--- src/rtl/bit_serial_adder.sv ---
// Bit-serial adder that adds two WIDTH-bit operands LSB first.
// One full-adder cell is reused every cycle, and the carry is held in a flop between cycles.
// Control uses a start/busy/done handshake driven by a three-state FSM.
module bit_serial_adder #(
  parameter int WIDTH = 8
) (
  input  logic             clk,
  input  logic             rst_n,
  input  logic             start,
  input  logic [WIDTH-1:0] a,
  input  logic [WIDTH-1:0] b,
  input  logic             c_in,
  output logic             busy,
  output logic             done,
  output logic [WIDTH-1:0] sum,
  output logic             c_out,
  output logic             overflow
);

  localparam int CNT_W = $clog2(WIDTH);
  localparam logic [CNT_W-1:0] LAST_BIT = CNT_W'(WIDTH - 1);

  typedef enum logic [1:0] {
    IDLE = 2'd0,
    ADD  = 2'd1,
    DONE = 2'd2
  } state_t;

  state_t           state;
  state_t           state_next;
  logic [WIDTH-1:0] a_sr;
  logic [WIDTH-1:0] b_sr;
  logic [WIDTH-1:0] sum_sr;
  logic             carry;
  logic [CNT_W-1:0] bit_cnt;
  logic             fa_s;
  logic             fa_co;
  logic             last_bit;
  logic [WIDTH-1:0] sum_shifted;

  // Shared full-adder cell working on the current LSBs and the stored carry
  always_comb begin
    fa_s        = a_sr[0] ^ b_sr[0] ^ carry;
    fa_co       = (a_sr[0] & b_sr[0]) | (carry & (a_sr[0] ^ b_sr[0]));
    last_bit    = (bit_cnt == LAST_BIT);
    sum_shifted = {fa_s, sum_sr[WIDTH-1:1]};
  end

  // State register; reset abandons any operation in flight
  always_ff @(posedge clk or negedge rst_n) begin
    if (!rst_n) begin
      state <= IDLE;
    end else begin
      state <= state_next;
    end
  end

  // Next-state logic; start only matters in IDLE
  always_comb begin
    state_next = state;
    case (state)
      IDLE:    if (start) state_next = ADD;
      ADD:     if (last_bit) state_next = DONE;
      DONE:    state_next = IDLE;
      default: state_next = IDLE;
    endcase
  end

  // Operand capture, serial shifting, and the registered result on the final bit
  always_ff @(posedge clk or negedge rst_n) begin
    if (!rst_n) begin
      a_sr     <= '0;
      b_sr     <= '0;
      sum_sr   <= '0;
      carry    <= 1'b0;
      bit_cnt  <= '0;
      sum      <= '0;
      c_out    <= 1'b0;
      overflow <= 1'b0;
    end else begin
      case (state)
        IDLE: begin
          if (start) begin
            a_sr    <= a;
            b_sr    <= b;
            carry   <= c_in;
            bit_cnt <= '0;
          end
        end
        ADD: begin
          a_sr    <= a_sr >> 1;
          b_sr    <= b_sr >> 1;
          sum_sr  <= sum_shifted;
          carry   <= fa_co;
          bit_cnt <= bit_cnt + CNT_W'(1);
          if (last_bit) begin
            sum      <= sum_shifted;
            c_out    <= fa_co;
            overflow <= carry ^ fa_co;
          end
        end
        default: begin
        end
      endcase
    end
  end

  // Handshake outputs decoded straight from the state register
  always_comb begin
    busy = (state != IDLE);
    done = (state == DONE);
  end

endmodule
--- config.mk ---
export PLATFORM = sky130hd
export DESIGN_NAME = bit_serial_adder
export DESIGN_NICKNAME = d
export VERILOG_FILES = /design/src/rtl/bit_serial_adder.sv
export SDC_FILE = /design/constraint.sdc
export NUM_CORES = 1
export LEC_CHECK = 0
export ABC_AREA = 1
export CORE_UTILIZATION = 45
export CTS_CLUSTER_SIZE = 28
export DETAILED_ROUTE_END_ITERATION = 12
export PLACE_DENSITY = 0.67
export SETUP_SLACK_MARGIN = 0.15
export SYNTH_ARGS = -nofsm -noshare
export SYNTH_HDL_FRONTEND = slang
export SYNTH_SLANG_ARGS = --single-unit
--- constraint.sdc ---
create_clock -name clk -period 2.9 [get_ports clk]
set_input_delay 0.29 -clock clk [delete_from_list [all_inputs] [get_ports clk]]
set_output_delay 0.29 -clock clk [all_outputs]
set_load 0.05 [all_outputs]
==> results.cfg <==
[run_status]
status = completed

[timing]
setup_viol_count_final = 0
fin_skew_ps = 3.913
fin_tns_setup_ps = 0
worst_pin_slew_ps = 857.0
relSlewSlack_pct = 42.87
rsz0062_at_grt = false
max_freq_mhz = 454.6
fin_crit_ps = 2200
slew_viol_final = 0
final_hold_viol_count = 0
period_share_pct = 75.85
holdWs_ps = 97.73

[layout]
final_area_um2 = 2298
insertedDiodeCount = 0
utilization_pct = 57.46
drive_above_1_share_pct = 9.375
syn2layout_area_growth_pct = 21.98
nNetsFinal = 278
fill_cells = 389

[cts]
clk-insertion-delay-late_ps = 290
cts-root-buf = clkbuf_8
htree_levels = 2
post_cts_buffers = 0
cts_tree = yes
holdBufCountCts = 0
clock_path_buffers = 2
clock_sinks = 39
cts-resized-gates = 0
clkSlewWorstSetupHoldPaths_ps = 80
numCtsBuffers = 5

[yosys]
synth.distinct_cells = 20
avgSynthCellArea_um2 = 8.301
async_flop_share_pct = 100.0
syn-cell-area_um2 = 1884
synth.most_common_cell = nand2_1
syn-num-nets = 250
synth_area_leader_cell = dfrtp_1
synth-edff-count = 0
synthTopCellsByCount = nand2_1 (63), nand3_1 (47), dfrtp_1 (39)
ys_top_cells_by_area = dfrtp_1 (52%), nand2_1 (13%), nand3_1 (12%), inv_1 (7.0%), o21ai_0 (2.4%)
synth_top_area_share_pct = 51.79
ys_warn_count = 0
synth.yosys.seq_area_share_pct = 51.79
synthFlopType = dfrtp_1
ys_seq_elements = 39
netlist_instances = 227

[detailed_routing]
drtAntennaViolNets = 0
vias_per_cell = 4.768
wire_per_inst_um = 10.89
drc = 0
vias = 1459
first_pass_iters = 4
first_iter_violations = 81
routed_wirelength_um = 3331

[hold_path]
hold_path.class = in2async

[floorplanning]
boundaryPins = 32
die_h_um = 66.71
start_util_pct = 47.11
die_area_um2 = 4450
core_um2 = 4000
die_w_um = 66.71
core.rowCount = 23

[global_route]
grt_pass1_vias = 1362
overflow = 0
grt_use_total_pct = 18.41
grt_use_met2_pct = 30.18
grt_pass1_wl_um = 5899
antenna_found_initial = 0
gr-usage-met3_pct = 5.651
grt_max_degree = 44
grt_util_met1_pct = 21.81
top_usage_layer = met2

[worst_setup_path]
crit_path_end_kind = output port
crit_chain = nor2_1 > inv_1 > clkdlybuf4s50_1
path_buf_inv = 2
cp-start-kind = flip-flop
arrival_ps = 1910
cp.required_ps = 2610
worstPathMaxFanout = 14
worstSetupPathType = reg2out
cp_slowest_cell = clkdlybuf4s50_1
path_delay_family = buffers and inverters
slowest_delay_ps = 790

[place]
post-dp-hpwl_um = 2084
gp_congestion = 0.7426
port_buffers = 31
placed_area_um2 = 2181

[pwr]
vdd_drop_max_uv = 405.7
power_mw = 2.559
cellLeakagePower_nw = 1.197
powerDensity_nw_per_um2 = 1114

[job]
drv_cap = 0
==> metal layers <==
layer / wire length, um / up-vias
met2: 1555 / 29
li1: - / 756
met4: 60 / 0
met3: 126 / 5
met5: 0 / -
met1: 1589 / 669
==> placed cells by master, fill, tap and decap left out, drive strengths merged <==
cell type / netlist / routed
a21oi: 2 / 2
buf: 11 / 2
bufinv: 0 / 1
clkbuf: 0 / 6
clkdlybuf4s50: 0 / 30
clkinv: 0 / 1
dfrtp: 39 / 39
fa: 1 / 1
ha: 2 / 2
inv: 38 / 38
nand2: 67 / 67
nand3: 47 / 47
nor2: 5 / 5
o21ai: 14 / 14
xor2: 1 / 1
==> state kept, by name (all words and copies together) (netlist names) <==
register  flops
sum           8
c_out         1
state         2
overflow      1
sum_sr        7
carry         1
bit_cnt       3
a_sr          8
b_sr          8
==> area by class of cell <==
type / count / area, um2 / area share (%)
clock buffer: 6 / 82.58 / 3.593
sequential: 39 / 975.9 / 42.46
timing repair buffer: 32 / 312.8 / 13.61
inverter: 38 / 145.1 / 6.315
multi-input combinational: 139 / 684.4 / 29.78
clock inverter: 2 / 35.03 / 1.524
tap: 50 / 62.56 / 2.722
==> path summary, 6_finish.rpt <==
path / from / to / slack (ps) / cells after the start
max: state[0] / busy / 700 / 3
min: rst_n / sum[3] / 100 / 1
max reg2reg: state[0] / a_sr[7] / 1120 / 4
min reg2reg: sum[0] / sum[0] / 480 / 2
max in group asynchronous: rst_n / sum[7] / 2260 / 1
min in group clk: sum[0] / sum[0] / 480 / 2
==> metrics by stage <==
| stage | worst slack, ps | instances |
|---|---|---|
| finish | 700.3 | 306 |
| global route | 616.4 | 306 |
| CTS | 685.7 | 306 |
| detailed placement | 1014 | 298 |
| global placement | 1026 | 298 |
| floorplan | 1225 | 227 |
==> power breakdown <==
group | leakage (nW) | switching, mW | internal, mW
combinational | 0.653 | 0.733 | 0.420
clock | 0.0612 | 0.189 | 0.278
sequential | 0.482 | 0.146 | 0.794
==> logic make-up after synthesis <==
family | synth area share [%]
AOI/OAI and AO/OA | 5.444
xor gates and xnor gates | 0.4649
adders and majority gates | 2.390
buffers and inverters | 11.89
DFF | 51.79
and+or+nand+nor | 28.02
Power figures use the tool's default switching activity.
==> variant: new RTL, config.mk and constraints unchanged <==
Set the parameter `WIDTH` to 16 (it was 8).
--- a/src/rtl/bit_serial_adder.sv
+++ b/src/rtl/bit_serial_adder.sv
@@ -3,5 +3,5 @@
 // Control uses a start/busy/done handshake driven by a three-state FSM.
 module bit_serial_adder #(
-  parameter int WIDTH = 8
+  parameter int WIDTH = 16
 ) (
   input  logic             clk,
Interface: changed (resized a, b and sum); port bits go from 32 to 56. No check against the original RTL was run, so the function may have changed too.
==> variant against the original RTL <==
- first-iteration DRC count is 65% higher
- worst setup slack better by 0.12 ns
- routed wire length is 79% higher
- cell area is 69% higher
- clock skew is 0.0072 ns higher
- area after synthesis is 66% higher
- non-clock buffer count is 28 higher
- cell count is 57% higher
- count of clock-buffer cells in the layout is 5 higher
- via count is 70% higher
- global-route usage is 0.38 points higher
- sequential cell count is 33 higher
- total power is 52% higher
- critical path type unchanged
- largest cell class unchanged
==> variant: results (changes against the original RTL) <==
| Metric | Value |
|---|---|
| Met2 routed WL | `2690 microns (was 1560 microns)` |
| Critical Path Max Stage Delay | `0.83 ns (was 0.79 ns)` |
| Place WS | `1.08 ns (was 1.01 ns)` |
| Met3 WL | `271 microns (was 126 microns)` |
| Status | `complete, no violations (unchanged)` |
| Detail Placement HPWL | `3730 microns (was 2080 microns)` |
| CTS Buf Count | `9 (was 5)` |
| Multi-input logic area | `1140 sq um (was 684 sq um)` |
| Slew of the pin with the lowest slew margin | `0.894 ns (was 0.857 ns)` |
| Clock Latency Late Sink | `0.35 ns (was 0.29 ns)` |
| Combinational group share of total power | `37.7% (was 45.0%)` |
| M1 WL | `2860 microns (was 1590 microns)` |
| Clock buffers | `11 (was 6)` |
| DRT Wirelength | `5970 microns (was 3330 microns)` |
| Met1 Use GR | `25.4% (was 21.8%)` |
| First DRT Iteration DRCs | `134 (was 81)` |
| Gr usage total | `18.8% (was 18.4%)` |
| Cell count after placement | `463 (was 298)` |
| Yosys reg bits | `72 (was 39)` |
| Post-synth top cells | `113 x nand2_1, 101 x nand3_1, 72 x dfrtp_1 (was 63 x nand2_1, 47 x nand3_1, 39 x dfrtp_1)` |
| Power after layout | `3.88 mW (was 2.56 mW)` |
| Layout Nets | `435 (was 278)` |
| ClkCell Share | `5.10% (was 5.12%)` |
| Placed cell area | `3680 sq um (was 2180 sq um)` |
| Slew headroom | `40.4% (was 42.9%)` |
| Non-clk bufs | `60 (was 32)` |
| Inverters | `12 (was 38)` |
| Largest regs | `a_sr: 16 flops, b_sr: 16 flops, sum: 16 flops (was a_sr: 8 flops, b_sr: 8 flops, sum: 8 flops)` |
## variant: worst paths after layout
check	slack [ns]	from	cells after the start	to
max reg2reg	1.28	state[1]$_DFFE_PN0P_	7	b_sr[15]$_DFFE_PN0P_
max	0.82	state[1]$_DFFE_PN0P_	3	done
min in group clk	0.47	sum[5]$_DFFE_PN0P_	2	sum[5]$_DFFE_PN0P_
min	0.06	rst_n	1	sum[12]$_DFFE_PN0P_
min reg2reg	0.47	sum[5]$_DFFE_PN0P_	2	sum[5]$_DFFE_PN0P_
max in group asynchronous	2.24	rst_n	1	a_sr[5]$_DFFE_PN0P_
## variant: cell families (layout without fill, tap and decap cells)
kind of cell / after synthesis / in the layout / synth area share, %
XOR/XNOR: 2 / 2 / 0.561
adder cells (fa/ha/maj): 2 / 2 / 1.04
buffers and inverters: 35 / 88 / 6.05
flip-flops: 72 / 72 / 57.7
AND/OR/NAND/NOR: 221 / 221 / 31.9
AO/OA/AOI/OAI: 17 / 17 / 2.73
